`src/rtl/mem_port_arbiter.sv`:
```
// Single-port memory arbiter between instruction fetch and EX-stage data requests.
// One outstanding transaction; data has priority unless fetch has starved STARVE_LIMIT grants.
module mem_port_arbiter #(
    parameter int unsigned                ADDR_W         = 32,
    parameter int unsigned                WORD_W         = 32,
    parameter int unsigned                MEM_COUNT_W    = 2,
    parameter logic [MEM_COUNT_W-1:0]     MEM_COUNT_NONE = '0,
    parameter logic [MEM_COUNT_W-1:0]     MEM_COUNT_WORD = '1,
    parameter int unsigned                STARVE_LIMIT   = 4,
    parameter int unsigned                STARVE_W       = 3
) (
    input  logic                   clk,
    input  logic                   clr_n,
    input  logic                   i_if_req,
    input  logic [ADDR_W-1:0]      i_if_addr,
    input  logic [ADDR_W-1:0]      i_d_addr,
    input  logic [WORD_W-1:0]      i_d_wr_data,
    input  logic                   i_d_wr_en,
    input  logic [MEM_COUNT_W-1:0] i_d_count,
    output logic                   o_if_stall,
    output logic                   o_if_rsp_valid,
    output logic [WORD_W-1:0]      o_if_rd_data,
    output logic                   o_d_stall,
    output logic                   o_d_rsp_valid,
    output logic [WORD_W-1:0]      o_d_rd_data,
    output logic                   o_mem_valid,
    output logic [ADDR_W-1:0]      o_mem_addr,
    output logic [WORD_W-1:0]      o_mem_wr_data,
    output logic                   o_mem_wr_en,
    output logic [MEM_COUNT_W-1:0] o_mem_count,
    input  logic                   i_mem_ready,
    input  logic                   i_mem_rsp_valid,
    input  logic [WORD_W-1:0]      i_mem_rd_data
);

    typedef enum logic [1:0] {StIdle, StReq, StWait} state_e;
    typedef enum logic [1:0] {OwnNone, OwnFetch, OwnData} owner_e;

    localparam logic [STARVE_W-1:0] StarveMax = STARVE_W'(STARVE_LIMIT);

    state_e                 state_q;
    owner_e                 owner_q;
    logic [STARVE_W-1:0]    starve_q;
    logic                   mem_valid_q;
    logic [ADDR_W-1:0]      mem_addr_q;
    logic [WORD_W-1:0]      mem_wr_data_q;
    logic                   mem_wr_en_q;
    logic [MEM_COUNT_W-1:0] mem_count_q;
    logic                   if_rsp_valid_q;
    logic [WORD_W-1:0]      if_rd_data_q;
    logic                   d_rsp_valid_q;
    logic [WORD_W-1:0]      d_rd_data_q;

    logic                   d_req;
    logic                   if_live;
    logic                   d_live;
    logic                   any_live;
    logic                   fetch_wins;
    logic                   do_grant;
    owner_e                 g_owner;
    logic [ADDR_W-1:0]      g_addr;
    logic [WORD_W-1:0]      g_wr_data;
    logic                   g_wr_en;
    logic [MEM_COUNT_W-1:0] g_count;

    assign d_req = (i_d_count != MEM_COUNT_NONE);

    // A requester being handed its response this cycle is still showing the old request.
    assign if_live    = i_if_req & ~if_rsp_valid_q;
    assign d_live     = d_req & ~d_rsp_valid_q;
    assign any_live   = if_live | d_live;
    assign fetch_wins = if_live & (~d_live | (starve_q == StarveMax));
    assign do_grant   = any_live &
                        ((state_q == StIdle) | ((state_q == StWait) & i_mem_rsp_valid));

    always_comb begin
        g_owner   = OwnNone;
        g_addr    = '0;
        g_wr_data = '0;
        g_wr_en   = 1'b0;
        g_count   = MEM_COUNT_NONE;
        if (fetch_wins) begin
            g_owner = OwnFetch;
            g_addr  = i_if_addr;
            g_count = MEM_COUNT_WORD;
        end else if (d_live) begin
            g_owner   = OwnData;
            g_addr    = i_d_addr;
            g_wr_data = i_d_wr_data;
            g_wr_en   = i_d_wr_en;
            g_count   = i_d_count;
        end
    end

    always_ff @(posedge clk or negedge clr_n) begin
        if (!clr_n) begin
            state_q        <= StIdle;
            owner_q        <= OwnNone;
            starve_q       <= '0;
            mem_valid_q    <= 1'b0;
            mem_addr_q     <= '0;
            mem_wr_data_q  <= '0;
            mem_wr_en_q    <= 1'b0;
            mem_count_q    <= MEM_COUNT_NONE;
            if_rsp_valid_q <= 1'b0;
            if_rd_data_q   <= '0;
            d_rsp_valid_q  <= 1'b0;
            d_rd_data_q    <= '0;
        end else begin
            if_rsp_valid_q <= 1'b0;
            d_rsp_valid_q  <= 1'b0;

            case (state_q)
                StReq: begin
                    if (i_mem_ready) begin
                        mem_valid_q <= 1'b0;
                        state_q     <= StWait;
                    end
                end
                StWait: begin
                    if (i_mem_rsp_valid) begin
                        if (owner_q == OwnFetch) begin
                            if_rsp_valid_q <= 1'b1;
                            if_rd_data_q   <= i_mem_rd_data;
                        end else if (owner_q == OwnData) begin
                            d_rsp_valid_q <= 1'b1;
                            // A write ack carries no load data.
                            if (!mem_wr_en_q) begin
                                d_rd_data_q <= i_mem_rd_data;
                            end
                        end
                        state_q <= StIdle;
                        owner_q <= OwnNone;
                    end
                end
                default: ;
            endcase

            // Grant overrides the completion transition above when a request is waiting.
            if (do_grant) begin
                state_q       <= StReq;
                owner_q       <= g_owner;
                mem_valid_q   <= 1'b1;
                mem_addr_q    <= g_addr;
                mem_wr_data_q <= g_wr_data;
                mem_wr_en_q   <= g_wr_en;
                mem_count_q   <= g_count;
                if (fetch_wins) begin
                    starve_q <= '0;
                end else if (i_if_req && (starve_q != StarveMax)) begin
                    starve_q <= starve_q + 1'b1;
                end
            end
        end
    end

    assign o_if_stall     = i_if_req & ~if_rsp_valid_q;
    assign o_d_stall      = d_req & ~d_rsp_valid_q;
    assign o_if_rsp_valid = if_rsp_valid_q;
    assign o_if_rd_data   = if_rd_data_q;
    assign o_d_rsp_valid  = d_rsp_valid_q;
    assign o_d_rd_data    = d_rd_data_q;
    assign o_mem_valid    = mem_valid_q;
    assign o_mem_addr     = mem_addr_q;
    assign o_mem_wr_data  = mem_wr_data_q;
    assign o_mem_wr_en    = mem_wr_en_q;
    assign o_mem_count    = mem_count_q;

endmodule

```
`config.mk`:
```
export PLATFORM = sky130hd
export DESIGN_NAME = mem_port_arbiter
export DESIGN_NICKNAME = d
export VERILOG_FILES = /design/src/rtl/mem_port_arbiter.sv
export SDC_FILE = /design/constraint.sdc
export NUM_CORES = 1
export LEC_CHECK = 0
export ABC_AREA = 1
export CORE_MARGIN = 2
export CORE_UTILIZATION = 42
export CTS_CLUSTER_DIAMETER = 50
export DETAILED_ROUTE_END_ITERATION = 16
export HOLD_SLACK_MARGIN = 0.02
export PLACE_DENSITY = 0.8
export SLEW_MARGIN = 5
export SYNTH_ARGS = -nofsm -noshare
export SYNTH_HDL_FRONTEND = slang
export SYNTH_SLANG_ARGS = --single-unit
```
`constraint.sdc`:
```
create_clock -name clk -period 2.3 [get_ports clk]
set_clock_uncertainty 0.2 [all_clocks]
set_input_delay 0.23 -clock clk [delete_from_list [all_inputs] [get_ports clk]]
set_output_delay 0.23 -clock clk [all_outputs]
set_load 0.01 [all_outputs]
```
# --- Word level (Yosys, flattened, before mapping) ---
# Index checks and enable logic that the tools add are counted.
# Widths: inputs -> output; s select.
word_totals:
  reg_bits: 141
  latch_bits: 0
  mem_bits_rw: 0
  mem_bits_ro: 0
  output_inout_bits: 136
  word_cells: 77
  mem_count: 0
classes:
  n_addsub: 1
  multipliers: 0
  n_div: 0
  order_cmp: 0
  n_eq_ne: 8
  shifts: 0
  mux: 28
  bitwise_logic: 13
  reduce_logical: 15
ops:
  columns: ["operator", "n"]
  rows:
  - ["$mux 32", 4]
  - ["$mux 2", 9]
  - ["$mux 1", 12]
  - ["$reduce_bool 2->1", 6]
  - ["$ne 3x3->1 const B", 3]
  - ["$mux 3", 2]
  - ["$reduce_and 2->1", 3]
  - ["$reduce_and 3->1", 2]
  - ["$and 1x1->1", 5]
  - ["$not 1->1", 5]
  - ["$reduce_and 5->1", 1]
  - ["$eq 2x1->1 const B", 2]
  - ["$eq 2x2->1 const B", 2]
  - ["$pmux 2 s2", 1]
  - ["$add 3x1->3 const B", 1]
  - ["$eq 3x3->1 const B", 1]
  - ["$or 1x1->1", 3]
  - ["$reduce_bool 3->1", 1]
  - ["$logic_not 2->1", 1]
  - ["$logic_and 1x1->1", 1]

# --- Depth between registers and ports, before layout ---
# Gate-level depths: netlist of run 1.
logic_depth:
  word_depth: 7
  ltp_mapped: 10

# --- Worst setup path before layout of run 1 ---
# OpenSTA, ideal clock, no wires.
synth_path:
  path_type: "register to register"
  startpoint: "register starve_q[0]"
  endpoint: "register mem_count_q[0], in the netlist o_mem_count[0]"
  setup_time_ns: 0.117
  arrival_time_ns: 1.343
  slack_ns: 0.640
  path_stages_with_launch: 10
  cell_sequence: "dfrtp_1 -> inv_1 -> ha_1 -> nand2_1 -> nand3_2 -> nand2_2 -> buf_2 -> o21ai_0 -> nand2_1 -> nand2_1"
synth_between:
  elab_chain_cells: 4
synth_lines:
  columns: ["item", "line_no", "source"]
  rows:
  - ["start: declaration", "43", "logic [STARVE_W-1:0] starve_q;"]
  - ["start signal: assignment", "151", "starve_q <= starve_q + 1'b1;"]
  - ["$eq 3x3->1", "72", "assign fetch_wins = if_live & (~d_live | (starve_q == StarveMax));"]
  - ["$or 1x1->1", "72", null]
  - ["$and 1x1->1", "72", null]
  - ["$mux 2", "82", "if (fetch_wins) begin"]
  - ["end signal: assignment", "147", "mem_count_q <= g_count;"]
  - ["end: declaration", "48", "logic [MEM_COUNT_W-1:0] mem_count_q;"]
# No other way between the ends.
# A chain may end at the register's enable or synchronous reset.

# --- Worst setup path after layout of run 1 ---
layout_path:
  startpoint: "register if_rsp_valid_q, in the netlist o_if_rsp_valid"
  endpoint: "output o_if_stall"
layout_between:
  elab_chain_cells: 2
layout_lines:
  columns: ["item", "line_no", "source"]
  rows:
  - ["start: declaration", "49", "logic if_rsp_valid_q;"]
  - ["start signal: assignment", "105", "if_rsp_valid_q <= 1'b0;"]
  - ["start signal: assignment", "110", "if_rsp_valid_q <= 1'b0;"]
  - ["start signal: assignment", "123", "if_rsp_valid_q <= 1'b1;"]
  - ["$not 1->1", "157", "assign o_if_stall = i_if_req & ~if_rsp_valid_q;"]
  - ["$and 1x1->1", "157", null]
  - ["end: declaration", "20", "output logic o_if_stall,"]
# No other way between the ends.

==> summary by stage, run 1 <==
Run status
The flow ran to the end, and the final reports show no timing, DRC or antenna violations.

CTS
For the worst-skew pair, the clock arrives at the later sink with an insertion delay of 410 ps. In this run the post-CTS setup repair buffer count came out at 0. The clock tree from TritonCTS is done. The total CTS buffers is 17. Once the clock tree was built, the resizer swapped 0 gates to a different size. The H-tree was split into 4 levels. The clock passes through at most 2 buffers. The root cell of the clock tree is sky130_fd_sc_hd__clkbuf_16. After clock tree synthesis, the clock-pin slew on the worst setup and hold paths is 60 ps. The quantity of hold-fixing buffers added after cts is 1.

The total number of clock tree sinks is 141.

Synth
The complex-gate fraction of the synthesized area is 0.03785. The post-synthesis instance area is 6148 um^2. After synthesis the netlist holds a flip-flop and latch count of 141. The area fraction of the dominant cell type after synthesis is 0.5739.

The fraction of synthesized area in multiplexers is 0. Of the total synthesized cell area, the portion taken by XOR and XNOR cells is 0.001425. The sequential element share of the synthesized area is 0.5739. Of the total synthesized cell area, the portion taken by full adders, half adders and majority gates is 0.004070. Synthesis handed over a netlist of 733 instances. The share of synthesized flip-flops with an asynchronous set or reset is 1.000. The largest area contributor in the synthesized netlist is sky130_fd_sc_hd__dfrtp_1.

In this run the mean area of a mapped cell was 8.388 um^2. Of the total synthesized cell area, the portion taken by AND, OR, NAND and NOR gates is 0.3059. The largest family of logic cells by synthesized area is simple AND/OR/NAND/NOR gates. The synthesized netlist contains 28 unique library cells.

The number of synthesized flops with an enable pin is 0. The Yosys step of the flow raised 0 warnings. The number of nets in the synthesized netlist is 871. The most instantiated flip-flop cell in the synthesis netlist is sky130_fd_sc_hd__dfrtp_1. In the post-synthesis netlist, the biggest area contributors are sky130_fd_sc_hd__dfrtp_1 57%, sky130_fd_sc_hd__nand2_1 17%, sky130_fd_sc_hd__nand3_1 9.4%.

Die
The initial utilization of the core area, before any placement, comes to 0.4263. The horizontal die dimension is 125.0 um. The number of cell rows is 44. The number of placed I/O pins is 272.

The die outline height is 125.0 um. The placeable core area is 14420 um^2. The area enclosed by the die boundary is 15620 um^2.

Pwr
The ratio of total power to cell area is 1270 nW/um^2. For this design the static power due to leakage is 4.735 nW. Total power for the finished layout comes to 12.34 mW. VDD sags by at most 0.0005937 V.

Placed design
The placed wire-length estimate is 13240 um. The routability congestion estimate is 0.8609. The count of placed standard cells including taps is 1161. The count of buffers added on input and output ports is 271.

Global routing
In the global route stage, overall resource usage came out at 0.2464. For this run, global-route usage on met1 was measured as 0.3063. Entering global routing, the biggest net connects 66 pins. The global-route wire length before repair is 30950 um. The busiest layer in global routing is met2.

The via count of the first global-routing pass came to 6100. The met3 global-route usage is 0.08087. Summed over all layers, the global routing overflow is 0. The met2 track demand over resource is 0.4070. The number of antenna violations at the first check in global routing is 0.

Cells and area
The most common library cell in the layout ignoring fill and taps is sky130_fd_sc_hd__nand2_1. After filler insertion, the fill cell instance count of the layout stands at 1200. In the layout the commonest cells are 279 x sky130_fd_sc_hd__nand2_1, 270 x sky130_fd_sc_hd__clkdlybuf4s50_1, 141 x sky130_fd_sc_hd__dfrtp_1. Of the cells placed in the final design, the portion with a size suffix greater than 1 is 0.06139.

The area overhead of the layout relative to synthesis is 58.04%. The non-filler instance count after layout is 1194. At the end of the flow the core is filled with cells to 0.6737. The final-stage net count is 1135.

The number of antenna diodes in the final layout is 0.

Timing
The pin slew with the least headroom to its limit is 524.2 ps. The final count of pins violating max slew is 0. The maximum operating frequency is 0.4786 GHz.

The worst hold-check slack is 140.2 ps. The worst path needs 2090 ps of the cycle, external delays included. The hold violation total from the final report is 0. Adding up every negative setup slack in the final design gives 0 ps. The total of endpoints with negative setup slack in the final report is 0. The worst pin sits at a relative slew slack of 0.6506. Setup repair after global routing left no endpoint under its margin. Dividing the final minimum period by the clock period gives 0.9085.

Critical path
The setup path with the least slack is of type flop to output pin. The critical path startpoint category is a flop. STA puts the critical path data arrival time at 1660 ps. At the worst endpoint, the required time is 1870 ps. In this run the worst path has a maximum fanout of 4. The worst setup path is captured at an output pin.

Drt
The routed layout has 5955 vias. The detailed router finished its first iteration with 338 violations. Wires add up to 18770 um. After detailed routing, the number of remaining DRC violations is 0. The detailed-route wire length per cell is 15.72 um.

Before antenna repair, the detailed router went through 5 iterations. The post-route antenna net violation count is 0. The vias per cell is 4.987.

Hold path
The path class of the tightest hold or removal check is primary input to async pin.

Run
The total of max-cap violations is 0.
-- cell type report --
type	count	area, um^2	area share
Timing Repair Buffer	291	2929	0.3014
Clock inverter	12	186.4	0.01919
Sequential cell	141	3528	0.3631
Clock buffer	20	446.7	0.04597
Inverter	62	232.7	0.02395
Tap cell	184	230.2	0.02369
Multi-Input combinational cell	484	2163	0.2226
-- critical path: stages, from the launching register on --
cell and delay (ps):
sky130_fd_sc_hd__dfrtp_1 380, sky130_fd_sc_hd__inv_1 100, sky130_fd_sc_hd__nand2_1 90, sky130_fd_sc_hd__inv_2 100, sky130_fd_sc_hd__clkdlybuf4s50_1 580
-- synthesized netlist by cell type, drive strengths merged (2+ instances only) --
| master | n |
|---|---|
| buf | 36 |
| inv | 61 |
| ha | 2 |
| nand4 | 18 |
| clkbuf | 10 |
| nand2 | 282 |
| nand3 | 118 |
| o21ai | 38 |
| dfrtp | 141 |
| nor2 | 17 |
| a21oi | 4 |
-- final timing paths --
check                                      from           endpoint  slack [ps]  cells after the start
worst max-delay path             o_if_rsp_valid         o_if_stall         210                      4
worst min-delay path                      clr_n   o_if_rd_data[22]         140                      2
worst max register to register      starve_q[0]   o_mem_wr_data[0]         340                      8
worst min register to register   o_d_rd_data[4]     o_d_rd_data[4]         270                      2
max in group asynchronous                 clr_n    o_d_rd_data[16]        1070                      3
min in group clk                i_d_wr_data[15]  o_mem_wr_data[15]         170                      3
-- cells by family (layout without fill, tap and decap cells) --
group	count (synthesis)	in the layout
and+or+nand+nor	438	438
DFF	141	141
buffers and inverters	108	385
AOI/OAI and AO/OA	43	43
adders and majority gates	2	2
xor gates and xnor gates	1	1
-- report_power, final --
group          switching, mW  leakage, nW  internal [mW]  total (mW)
Sequential             0.606         1.69           3.54        4.14
Clock                   1.07        0.309           1.86        2.93
Combinational           2.62         2.73           2.65        5.27
Total                   4.30         4.74           8.04        12.3
-- registers in the layout, summed over array words and instances, names as in the netlist --
name and cells:
starve_q 3, o_mem_addr 32, o_mem_valid 1, o_mem_wr_en 1, o_d_rd_data 32, o_d_rsp_valid 1, o_if_rsp_valid 1, owner_q 2
o_mem_count 2, o_if_rd_data 32, o_mem_wr_data 32, state_q 2
-- metrics by stage --
stage	setup slack [ps]	instance area, um^2
5_1_grt	128.3	9717
3_5_place_dp	272.9	9074
6_report	210.5	9717
3_3_place_gp	298.1	9074
4_1_cts	194.0	9717
2_1_floorplan	640.3	6148
-- routing by layer --
metal | part of all wire | wire length (um) | up-vias
li1 | - | - | 2858
met1 | 0.41 | 7616 | 2824
met2 | 0.48 | 9048 | 239
met3 | 0.086 | 1621 | 34
met4 | 0.026 | 484 | 0
met5 | 0 | 0 | -
Note: power is estimated with default switching activity, not from simulation.
==> run 2: changes to the inputs <==
--- a/config.mk
+++ b/config.mk
@@ -6,6 +6,7 @@
 export NUM_CORES = 1
 export LEC_CHECK = 0
 export ABC_AREA = 1
+export CORE_ASPECT_RATIO = 1.1
 export CORE_MARGIN = 2
 export CORE_UTILIZATION = 42
 export CTS_CLUSTER_DIAMETER = 50
==> summary by stage, run 2 (synthesis gave the netlist of run 1 again) <==
Run status
The run finished with clean final reports.

Cells and area
The area overhead of the layout relative to synthesis is 56.63%. The area used by sequential logic in the layout is 3528 um^2. For this run, the post-layout net count is 1136. The number of antenna diodes in the final layout is 0. The area taken by multi-input logic gates is 2163 um^2. The top cell types in the final layout, fill and taps aside, are 279 x sky130_fd_sc_hd__nand2_1, 270 x sky130_fd_sc_hd__clkdlybuf4s50_1, 141 x sky130_fd_sc_hd__dfrtp_1. The most common library cell in the layout ignoring fill and taps is sky130_fd_sc_hd__nand2_1. The final standard cell area without fillers is 9630 um^2. The number of fill cells in the layout is 1177. The fraction of layout instances using a drive strength above 1 is 0.05946.

Critical path
The first element of the critical path is o_d_rsp_valid. The cell type group with the largest total delay on the critical path is buffers and inverters. The critical path goes through inv_1, nand2_2, inv_1, clkdlybuf4s50_1. For the worst setup path, the data arrival time is 1750 ps.

The worst setup path is captured at an output pin. The critical path depth is 4. The worst setup slack for register-to-register paths is 400 ps. The critical path startpoint category is a flop. Measured in cells, the most critical reg-to-reg path has a length of 8. In this run the critical register-to-register path is launched from starve_q[0]. The most common cell type on the critical path is sky130_fd_sc_hd__inv_1. STA puts the critical path data required time at 1870 ps. The slowest cell on the critical path is sky130_fd_sc_hd__clkdlybuf4s50_1. The critical path buffer and inverter count is 3. The top fanout value on the critical path is 11. The largest single stage delay on the critical path is 530 ps. The endpoint of the most critical register-to-register path is o_mem_count[1]. The start-to-end type of the worst setup path is flop to output pin.

Die
The number of cell rows is 46. In this run the horizontal extent of the chip is 119.4 um. The die outline height is 130.9 um. The die covers 15620 um^2.

The placeable core area is 14390 um^2. The initial cell density of the core is 0.4273. The number of placed I/O pins is 272.

Global routing
The busiest layer in global routing is met2. The via count of the first global-routing pass came to 5585. For met3 alone, demand over resource in global routing was 0.07769. The met2 track demand over resource is 0.4070. Entering global routing, the biggest net connects 68 pins. For this run the aggregate overflow at the end of global routing stands at 0. The first global-routing pass estimated 29100 um of wire. The number of antenna violations at the first check in global routing is 0. For this run, the total global-route usage over all layers was measured as 0.2377. For this run, global-route usage on met1 was measured as 0.2868.

Placed design
At the end of routability-driven placement, the weighted congestion stood at 0.8162. The area after detailed placement is 9091 um^2. The placed wire-length estimate is 12980 um. In this run the tool buffered the top-level ports with 271 buffer cells. The worst setup timing slack at the placement stage is 235.5 ps.

CTS
The tree built by TritonCTS fans out to 141 sinks. The level count of the clock H-tree is 4. Counting the buffers created by CTS gives 17.

Buffers added to address setup during post-CTS repair amount to 0. The cell sitting at the root of the clock tree is a sky130_fd_sc_hd__clkbuf_16. The clock tree from TritonCTS is done. The longest clock path from root to sink contains 2 buffers. The later pin in the worst-skew pair is clocked with a latency of 410 ps. The clock-pin slew of the registers on the worst-case setup and hold paths is 60 ps.

Drt
The routed layout has 5827 vias. The vias per cell is 4.852. The post-route antenna net violation count is 0. In the routed design, unresolved DRC markers number 0. The final routed wirelength across all metal layers is 18710 um. The first routing iteration left 291 violations. The iteration count of the initial detailed-routing pass is 4. In the final routed layout, each cell accounts on average for 15.58 um.

Timing
The final count of pins violating max slew is 0. Dividing the final minimum period by the clock period gives 0.9498. Setup repair after global routing left no endpoint under its margin. Headroom to the max-slew limit came out at 0.6340. Static timing analysis puts the maximum clock frequency at 0.4578 GHz. The total of endpoints with negative setup slack in the final report is 0.

The setup slack of the critical path after layout is 115.4 ps. The hold violation total from the final report is 0. Subtracting the final worst setup slack from the clock period gives 2185 ps. Hold is met by 148.4 ps.

In the final timing run, aggregate negative setup slack is 0 ps. The pin slew with the least headroom to its limit is 549.0 ps.

Hold path
The min-delay analysis places its worst path in the category primary input to async pin.

Pwr
In this run the static leakage power is 4.685 nW. The ratio of total power to cell area is 1235 nW/um^2. VDD sags by at most 0.0005484 V.

Run
The total of max-cap violations is 0.
[run 2: changes by cell type in the layout (fill, tap and decap cells not counted)]
cell	before	now
sky130_fd_sc_hd__buf_4	14	15
sky130_fd_sc_hd__bufinv_16	4	0
sky130_fd_sc_hd__clkbuf_1	2	3
sky130_fd_sc_hd__clkbuf_8	1	4
sky130_fd_sc_hd__clkinv_2	1	3
sky130_fd_sc_hd__clkinv_4	5	0
sky130_fd_sc_hd__clkinvlp_4	0	3
sky130_fd_sc_hd__inv_6	2	0
[run 2: how the worst max path moves through the flow]
stage | to | slack (ps)
3_5_place_dp | o_d_stall | 240
5_1_grt | o_d_stall | 70
3_3_place_gp | o_d_stall | 250
6_report | o_d_stall | 120
4_1_cts | o_d_stall | 110
2_1_floorplan | o_mem_count[0] | 640
[run 2: timing repair]
| action | CTS | global route |
|---|---|---|
| endpoints found under the hold margin | 60 | 0 |
| hold buffers | 1 | 0 |
| resized for setup | 0 | 0 |
[run 2: routing by layer]
layer | vias up | part of all wire
met5 | - | 0
met1 | 2743 | 0.40
met2 | 205 | 0.50
met3 | 24 | 0.082
li1 | 2855 | -
met4 | 0 | 0.018
[run 2: power by group]
part           internal (mW)  switching [mW]
clock                   1.47           0.996
combinational           2.64            2.63
sequential              3.54           0.613
[run 2: through the flow]
stage | std cells | util | power, mW
floorplan | 733 | - | 6.442
global placement | 1170 | 0.6318 | 9.330
detailed placement | 1170 | 0.6318 | 9.449
CTS | 1201 | 0.6693 | 11.98
global route | 1201 | 0.6693 | 12.66
finish | 1201 | 0.6693 | 11.89
[run 2: final cells by class]
type / instances / area share
inverters: 62 / 0.02417
repair buffers: 292 / 0.3049
flip-flops and latches: 141 / 0.3664
clock buffers: 24 / 0.05106
clock inverters: 6 / 0.003898
multi-input cells: 484 / 0.2246
well taps: 192 / 0.02494
